### src/rtl/approx_seg_mul_if.sv
// Operand/result handshake bundle for approx_seg_mul. The master drives operands and
// out_ready; the slave (the multiplier) drives in_ready and the result.
interface approx_seg_mul_if #(
  parameter int WIDTH = 16
);
  localparam int SW = $clog2(WIDTH) + 1;

  logic                 in_valid;
  logic                 in_ready;
  logic [WIDTH-1:0]     in_a;
  logic [WIDTH-1:0]     in_b;
  logic                 mode;
  logic                 out_valid;
  logic                 out_ready;
  logic [2*WIDTH-1:0]   out_p;
  logic [SW-1:0]        out_shift_a;
  logic [SW-1:0]        out_shift_b;

  modport master (
    output in_valid, in_a, in_b, mode, out_ready,
    input  in_ready, out_valid, out_p, out_shift_a, out_shift_b
  );

  modport slave (
    input  in_valid, in_a, in_b, mode, out_ready,
    output in_ready, out_valid, out_p, out_shift_a, out_shift_b
  );
endinterface

### src/rtl/approx_seg_mul.sv
// Three-stage segmented (approximate/exact) unsigned multiplier: leading-one detect,
// segment multiply, re-align shift. Define APPROX_SEG_MUL_ROUND_EN to force the LSB of truncated segments.
module approx_seg_mul #(
  parameter int WIDTH = 16,
  parameter int KEEP  = 8
) (
  input  logic             clk,
  input  logic             reset,
  approx_seg_mul_if.slave  bus
);
  localparam int SW = $clog2(WIDTH) + 1;
  localparam int PW = 2 * WIDTH;
  localparam logic [SW-1:0] KEEP_W = SW'(KEEP);

  typedef struct packed {
    logic [SW-1:0]    shift;
    logic [WIDTH-1:0] seg;
  } seg_t;

  // 1-based position of the most significant one; 0 for a zero operand.
  function automatic logic [SW-1:0] lead_one(input logic [WIDTH-1:0] x);
    logic [SW-1:0] p;
    p = '0;
    for (int i = 0; i < WIDTH; i++) begin
      if (x[i]) p = SW'(i + 1);
    end
    return p;
  endfunction

  function automatic seg_t segment(input logic [WIDTH-1:0] x, input logic approx);
    seg_t          r;
    logic [SW-1:0] p;
    p       = lead_one(x);
    r.shift = (approx && (p > KEEP_W)) ? p - KEEP_W : '0;
    r.seg   = x >> r.shift;
`ifdef APPROX_SEG_MUL_ROUND_EN
    if (r.shift != '0) r.seg[0] = 1'b1;
`endif
    return r;
  endfunction

  logic             en;
  logic             s1_valid_q, s1_valid_d;
  seg_t             s1_a_q, s1_a_d, s1_b_q, s1_b_d;
  logic             s2_valid_q, s2_valid_d;
  logic [PW-1:0]    s2_m_q, s2_m_d;
  logic [SW-1:0]    s2_sa_q, s2_sa_d, s2_sb_q, s2_sb_d;
  logic             out_valid_q, out_valid_d;
  logic [PW-1:0]    out_p_q, out_p_d;
  logic [SW-1:0]    out_sa_q, out_sa_d, out_sb_q, out_sb_d;
  logic [SW:0]      tot_shift;

  always_comb begin
    // NOTE: every variable gets its hold value first, so no path leaves it unassigned (no latch).
    s1_valid_d  = s1_valid_q;
    s1_a_d      = s1_a_q;
    s1_b_d      = s1_b_q;
    s2_valid_d  = s2_valid_q;
    s2_m_d      = s2_m_q;
    s2_sa_d     = s2_sa_q;
    s2_sb_d     = s2_sb_q;
    out_valid_d = out_valid_q;
    out_p_d     = out_p_q;
    out_sa_d    = out_sa_q;
    out_sb_d    = out_sb_q;
    tot_shift   = {1'b0, s2_sa_q} + {1'b0, s2_sb_q};
    en          = !out_valid_q || bus.out_ready;

    // A single advance strobe moves the whole pipe, so a stalled output freezes every stage.
    if (en) begin
      s1_valid_d  = bus.in_valid;
      s1_a_d      = segment(bus.in_a, bus.mode);
      s1_b_d      = segment(bus.in_b, bus.mode);
      s2_valid_d  = s1_valid_q;
      s2_m_d      = PW'(s1_a_q.seg) * PW'(s1_b_q.seg);
      s2_sa_d     = s1_a_q.shift;
      s2_sb_d     = s1_b_q.shift;
      out_valid_d = s2_valid_q;
      if (s2_valid_q) begin
        out_p_d  = s2_m_q << tot_shift;
        out_sa_d = s2_sa_q;
        out_sb_d = s2_sb_q;
      end
    end
  end

  // NOTE: non-blocking assignments so every flop samples pre-edge values regardless of block order.
  always_ff @(posedge clk) begin
    if (reset) begin
      s1_valid_q  <= 1'b0;
      s2_valid_q  <= 1'b0;
      out_valid_q <= 1'b0;
      out_p_q     <= '0;
      out_sa_q    <= '0;
      out_sb_q    <= '0;
    end else begin
      s1_valid_q  <= s1_valid_d;
      s2_valid_q  <= s2_valid_d;
      out_valid_q <= out_valid_d;
      out_p_q     <= out_p_d;
      out_sa_q    <= out_sa_d;
      out_sb_q    <= out_sb_d;
    end
  end

  // NOTE: internal datapath flops carry no reset; their per-stage valid bit qualifies them.
  always_ff @(posedge clk) begin
    s1_a_q  <= s1_a_d;
    s1_b_q  <= s1_b_d;
    s2_m_q  <= s2_m_d;
    s2_sa_q <= s2_sa_d;
    s2_sb_q <= s2_sb_d;
  end

  assign bus.in_ready    = en;
  assign bus.out_valid   = out_valid_q;
  assign bus.out_p       = out_p_q;
  assign bus.out_shift_a = out_sa_q;
  assign bus.out_shift_b = out_sb_q;
endmodule

### src/flat_wrapper.sv
// flat-port wrapper written by rule: the top's interface ports become plain ports
module approx_seg_mul_flat 
#(
  parameter int WIDTH = 16,
  parameter int KEEP  = 8
)
  (clk, reset, bus_in_valid, bus_in_a, bus_in_b, bus_mode, bus_out_ready, bus_in_ready, bus_out_valid, bus_out_p, bus_out_shift_a, bus_out_shift_b);
  approx_seg_mul_if #(.WIDTH(WIDTH)) bus_i ();
  input  logic clk;
  input  logic reset;
  input wire logic [$bits(bus_i.in_valid)-1:0] bus_in_valid;
  input wire logic [$bits(bus_i.in_a)-1:0] bus_in_a;
  input wire logic [$bits(bus_i.in_b)-1:0] bus_in_b;
  input wire logic [$bits(bus_i.mode)-1:0] bus_mode;
  input wire logic [$bits(bus_i.out_ready)-1:0] bus_out_ready;
  output wire logic [$bits(bus_i.in_ready)-1:0] bus_in_ready;
  output wire logic [$bits(bus_i.out_valid)-1:0] bus_out_valid;
  output wire logic [$bits(bus_i.out_p)-1:0] bus_out_p;
  output wire logic [$bits(bus_i.out_shift_a)-1:0] bus_out_shift_a;
  output wire logic [$bits(bus_i.out_shift_b)-1:0] bus_out_shift_b;
  assign bus_i.in_valid = bus_in_valid;
  assign bus_i.in_a = bus_in_a;
  assign bus_i.in_b = bus_in_b;
  assign bus_i.mode = bus_mode;
  assign bus_i.out_ready = bus_out_ready;
  assign bus_in_ready = bus_i.in_ready;
  assign bus_out_valid = bus_i.out_valid;
  assign bus_out_p = bus_i.out_p;
  assign bus_out_shift_a = bus_i.out_shift_a;
  assign bus_out_shift_b = bus_i.out_shift_b;
  approx_seg_mul #(.WIDTH(WIDTH), .KEEP(KEEP)) u_core (.clk(clk), .reset(reset), .bus(bus_i));
endmodule
### config.mk
export PLATFORM = sky130hd
export DESIGN_NAME = approx_seg_mul_flat
export DESIGN_NICKNAME = d
export VERILOG_FILES = /design/src/rtl/approx_seg_mul_if.sv /design/src/rtl/approx_seg_mul.sv /design/src/flat_wrapper.sv
export SDC_FILE = /design/constraint.sdc
export NUM_CORES = 1
export LEC_CHECK = 0
export CELL_PAD_IN_SITES_DETAIL_PLACEMENT = 0
export CELL_PAD_IN_SITES_GLOBAL_PLACEMENT = 1
export CORE_UTILIZATION = 49
export CTS_CLUSTER_SIZE = 8
export DETAILED_ROUTE_END_ITERATION = 10
export PLACE_DENSITY = 0.89
export SLEW_MARGIN = 20
export SYNTH_ARGS = -nofsm -noshare
export SYNTH_HDL_FRONTEND = slang
export SYNTH_SLANG_ARGS = --single-unit
### constraint.sdc
create_clock -name clk -period 7.62 [get_ports clk]
set_input_delay 1.143 -clock clk [delete_from_list [all_inputs] [get_ports clk]]
set_output_delay 1.143 -clock clk [all_outputs]
set_load 0.02 [all_outputs]
==> After elaboration in Yosys (flattened, before gate mapping) <==
Index checks and enable logic that the tools add are counted.
{ "op_classes": {"add_sub_neg": 3, "mul": 1, "n_lt_le_gt_ge": 2, "shift": 3, "n_mux": 36, "reduce_logical": 5} }
{ "op_table": {"columns": ["op", "count"], "rows": [
  ["$mux 4", 16],
  ["$mul 16x16->32", 1],
  ["$shl 32x6->32", 1],
  ["$shr 16x5->16", 2],
  ["$mux 5", 6],
  ["$mux 3", 8],
  ["$gt 5x4->1 const B", 2],
  ["$sub 5x4->5 const B", 2],
  ["$mux 2", 4],
  ["$add 5x5->6", 1],
  ["$logic_and 1x1->1", 2],
  ["$mux 1", 2],
  ["$reduce_and 2->1", 1],
  ["$logic_not 1->1", 1],
  ["$logic_or 1x1->1", 1]
]} }
{ "word_totals": {"regBits": 129, "inputBits": 37, "out_inout_bits": 44} }

==> Logic depth before layout (Yosys ltp) <==
{ "logic_depth": {"depth_word": 21, "depth_mapped": 23, "ltp_nobuf": 21} }

==> Worst setup path before layout <==
OpenSTA, ideal clock, no wires.
{ "synth_path": {"path_type": "register -> register", "start": "reg u_core.s1_b_q[1] in the netlist's numbering", "end": "reg u_core.s2_m_q[24], data pin", "setup_time_ns": 0.288, "arrival_time_ns": 5.517, "required_ns": 7.332, "path_slack_ns": 1.816, "stages_incl_launch_ff": 20, "path_buffers": 1, "synth_period_minus_slack_ns": 5.804, "cell_sequence": "edfxtp_1 clkbuf_1 nand2_1 fa_1 fa_1 fa_1 fa_1 inv_1 fa_1 inv_1 fa_1 inv_1 ha_1 a21o_1 a21o_1 a21o_1 a41oi_1 a21oi_1 a21oi_1 o311ai_0"} }
{ "synth_between": {"elab_chain_len": 1} }
{ "synth_rtl": {"columns": ["element", "line_no", "rtl"], "rows": [
  ["start, declared", "approx_seg_mul.sv:44", "seg_t s1_a_q, s1_a_d, s1_b_q, s1_b_d;"],
  ["start signal, assigned", "approx_seg_mul.sv:109", "s1_b_q <= s1_b_d;"],
  ["$mul 16x16->32", "approx_seg_mul.sv:75", "s2_m_d = PW'(s1_a_q.seg) * PW'(s1_b_q.seg);"],
  ["end signal, assigned", "approx_seg_mul.sv:110", "s2_m_q <= s2_m_d;"],
  ["end, declared", "approx_seg_mul.sv:46", "logic [PW-1:0] s2_m_q, s2_m_d;"]
]} }
No other way between the ends.
A chain may end at the register's enable or synchronous reset.

==> Worst setup path after layout <==
{ "layout_path": {"start": "reg u_core.s1_a_q[9] in the netlist's numbering", "end": "reg u_core.s2_m_q[31], data pin"} }
{ "layout_between": {"elab_chain_len": 1} }
{ "layout_rtl": {"columns": ["element", "line_no", "rtl"], "rows": [
  ["start, declared", "approx_seg_mul.sv:44", null],
  ["start signal, assigned", "approx_seg_mul.sv:108", "s1_a_q <= s1_a_d;"],
  ["$mul 16x16->32", "approx_seg_mul.sv:75", null]
]} }
No other way between the ends.

==> reports/qor.txt <==
Filler cells = 2,812
Maximum Capacitance Violations = 0
Postcts setup bufs = 0
DIE HEIGHT = 181 um
Synth top area share = 24.7%
I/O Buffers = 80
P&R area growth vs syn = 10.1%
Status = finished clean
Post-DRT Antenna Nets = 0
CP Buf/Inv Count = 4
DRT Wirelength = 37,700 um
Total GRT Usage = 24.1%
Synth top area cells = fa_1, edfxtp_1, ha_1
Minimum clock period = 6.43 ns
Initial Util = 49.9%
DP Wirelength = 29,400 um
Post-synth EDFFs = 84
Post-synth top flop = edfxtp_1
Clock sink count = 129
WL/cell = 17.7 um
Setup TNS Final = 0 ns
Boundary Pins = 81
Delay-heaviest family, CP = adder cells
RSZ-0062 raised after global routing = false
Crit-path most repeated cell = fa_1
CORE AREA = 31,600 sq um
Largest net degree at the start of global routing = 81
Placement Rows = 65
Global-route wire length before repair = 62,800 um
Post-synth top area cell = fa_1
CTS buffer count = 17
Kind of critical path = register to register
Via density per instance = 5.60
Slew margin rel. = 32.2%
Clk root buf = clkbuf_16
# hold bufs at CTS = 0
Distinct cell type count after synthesis = 76
Worst-path fanout max = 16
Final Cycle Share = 84.3%
Worst EP arrival = 6.60 ns
Antenna violations before repair = 1
Crit path max-delay cell type = edfxtp_1
Worst-margin pin slew = 1.02 ns
Drt first pass iters = 5
Max-slew violations = 0
Proportion of layout cells with a drive suffix above 1 = 5.80%
H-tree levels = 4
Clk slew on worst S/H paths = 0.07 ns
Layout Cells excl Fill = 2,128
Hold Path Class = register to register
Die area = 32,900 sq um
Sequential-to-total area share from yosys stat = 21.7%
Async set-reset flop share out of synthesis = 0%
Vias in the first global route = 12.4k
Fin. Hold Viols = 0
Cells along the critical path = and2_1 > fa_1 > inv_1 > fa_1 > fa_1 > inv_1 > fa_1 > fa_1 > inv_1 > fa_1 > inv_1 > ha_1 > nor4_1 > o211ai_1 > nand3_1 > o21ai_0 > a2111oi_0 > a211oi_1 > xnor2_1
Starting DRT DRC Count = 1,079
Cells after DPL = 2,095
GP Congestion = 0.908
Design area = 17,400 sq um
Most frequent cells in the layout = nand2_1, inv_1, fa_1, and2_1, ha_1
Final global-route overflow total = 0
CTS max path bufs = 2
Via count = 11.9k
Critical path launch point type = register
Nets = 2,053
Worst Skew = 0.0190 ns
Final Setup Violations = 0
Fmax = 0.156 GHz
CTS tree = built
Crit. End Element = register
Synth Instances = 1,682
Yosys warns = 0
Avg Cell Area, Syn = 9.39 sq um
Yosys reg bits = 129
DRC Markers = 0
Post-DP Area = 16,800 sq um
Cts repair resizes = 0
CP required = 7.79 ns
Mapped Area = 15,800 sq um
Worst-Skew Late Latency = 0.44 ns
Die W = 181 um
Slowest stage delay, CP = 0.67 ns
Most common cell after layout, fill and taps aside = nand2_1
==> per-layer routing <==
layer | track usage (%) | part of all wire [%] | vias up
li1 | - | - | 5575
met3 | 3.23 | 4.4 | 84
met2 | 42.9 | 50 | 387
met1 | 29.4 | 42 | 5875
met5 | 0 | 0 | -
met4 | 9.69 | 3.3 | 0
==> sequential cells by signal (all words and copies together) (netlist names) <==
name                    cells
u_core.s2_m_q              32
u_core.bus.out_shift_a      5
u_core.s1_a_q              21
u_core.s1_valid_q           1
u_core.s2_sb_q              5
u_core.bus.out_p           32
u_core.bus.out_shift_b      5
u_core.s2_sa_q              5
u_core.s2_valid_q           1
u_core.s1_b_q              21
u_core.bus.out_valid        1
==> cell usage after synthesis (8+ instances only) <==
cell type,n
nor2_1,88
a31oi_1,11
a21oi_1,58
nand2_1,254
a21o_1,16
buf_2,11
dfxtp_1,45
nand3_1,16
a211oi_1,13
edfxtp_1,84
fa_1,195
and3_1,8
nor3_1,11
clkbuf_1,59
mux2_2,12
mux2i_1,72
ha_1,109
o21ai_0,36
a22oi_1,18
inv_1,254
nor2b_1,14
and2_1,121
nand2b_1,14
xnor2_1,20
mux4_2,22
==> metrics by stage <==
step / utilization, % / hold WS (ns) / setup slack, ns
floorplan: - / 0.400 / 1.82
global placement: 53.1 / 0.401 / 1.35
detailed placement: 53.1 / 0.407 / 1.23
CTS: 54.9 / 0.422 / 1.22
global route: 54.9 / 0.426 / 0.814
finish: 54.9 / 0.423 / 1.19
==> area by class of cell <==
| type | instances | area (sq um) | share of cell area [%] |
|---|---|---|---|
| repair buffers | 92 | 891 | 5.13 |
| well taps | 402 | 503 | 2.89 |
| diodes | 1 | 2.50 | 0.0144 |
| clock buffers | 17 | 425 | 2.45 |
| inverters | 256 | 962 | 5.54 |
| flip-flops and latches | 129 | 3420 | 19.7 |
| clock inverters | 15 | 153 | 0.878 |
| multi-input cells | 1216 | 11000 | 63.4 |
==> worst paths after layout <==
path | cells after the start | slack (ns) | to | start
max | 19 | 1.19 | u_core.s2_m_q[31] | u_core.s1_a_q[9]
min reg2reg | 0 | 0.42 | u_core.s2_sa_q[4] | u_core.s1_a_q[20]
max reg2reg | 19 | 1.19 | u_core.s2_m_q[31] | u_core.s1_a_q[9]
min | 0 | 0.42 | u_core.s2_sa_q[4] | u_core.s1_a_q[20]
==> cell families (layout without fill, tap and decap cells) <==
group                      after synthesis  after routing  share of synthesized area, %
xor gates and xnor gates                29             29                          1.80
and+or+nand+nor                        546            546                          16.1
muxes                                  106            106                          8.56
AOI/OAI and AO/OA                      229            229                          9.83
buffers and inverters                  338            380                          8.59
DFF                                    129            129                          21.7
other                                    1              3                        0.0238
adders and majority gates              304            304                          33.4
Power is left out: the tool's default activity adds up to more than one toggle a clock period on the data nets, which glitch-free logic cannot reach.
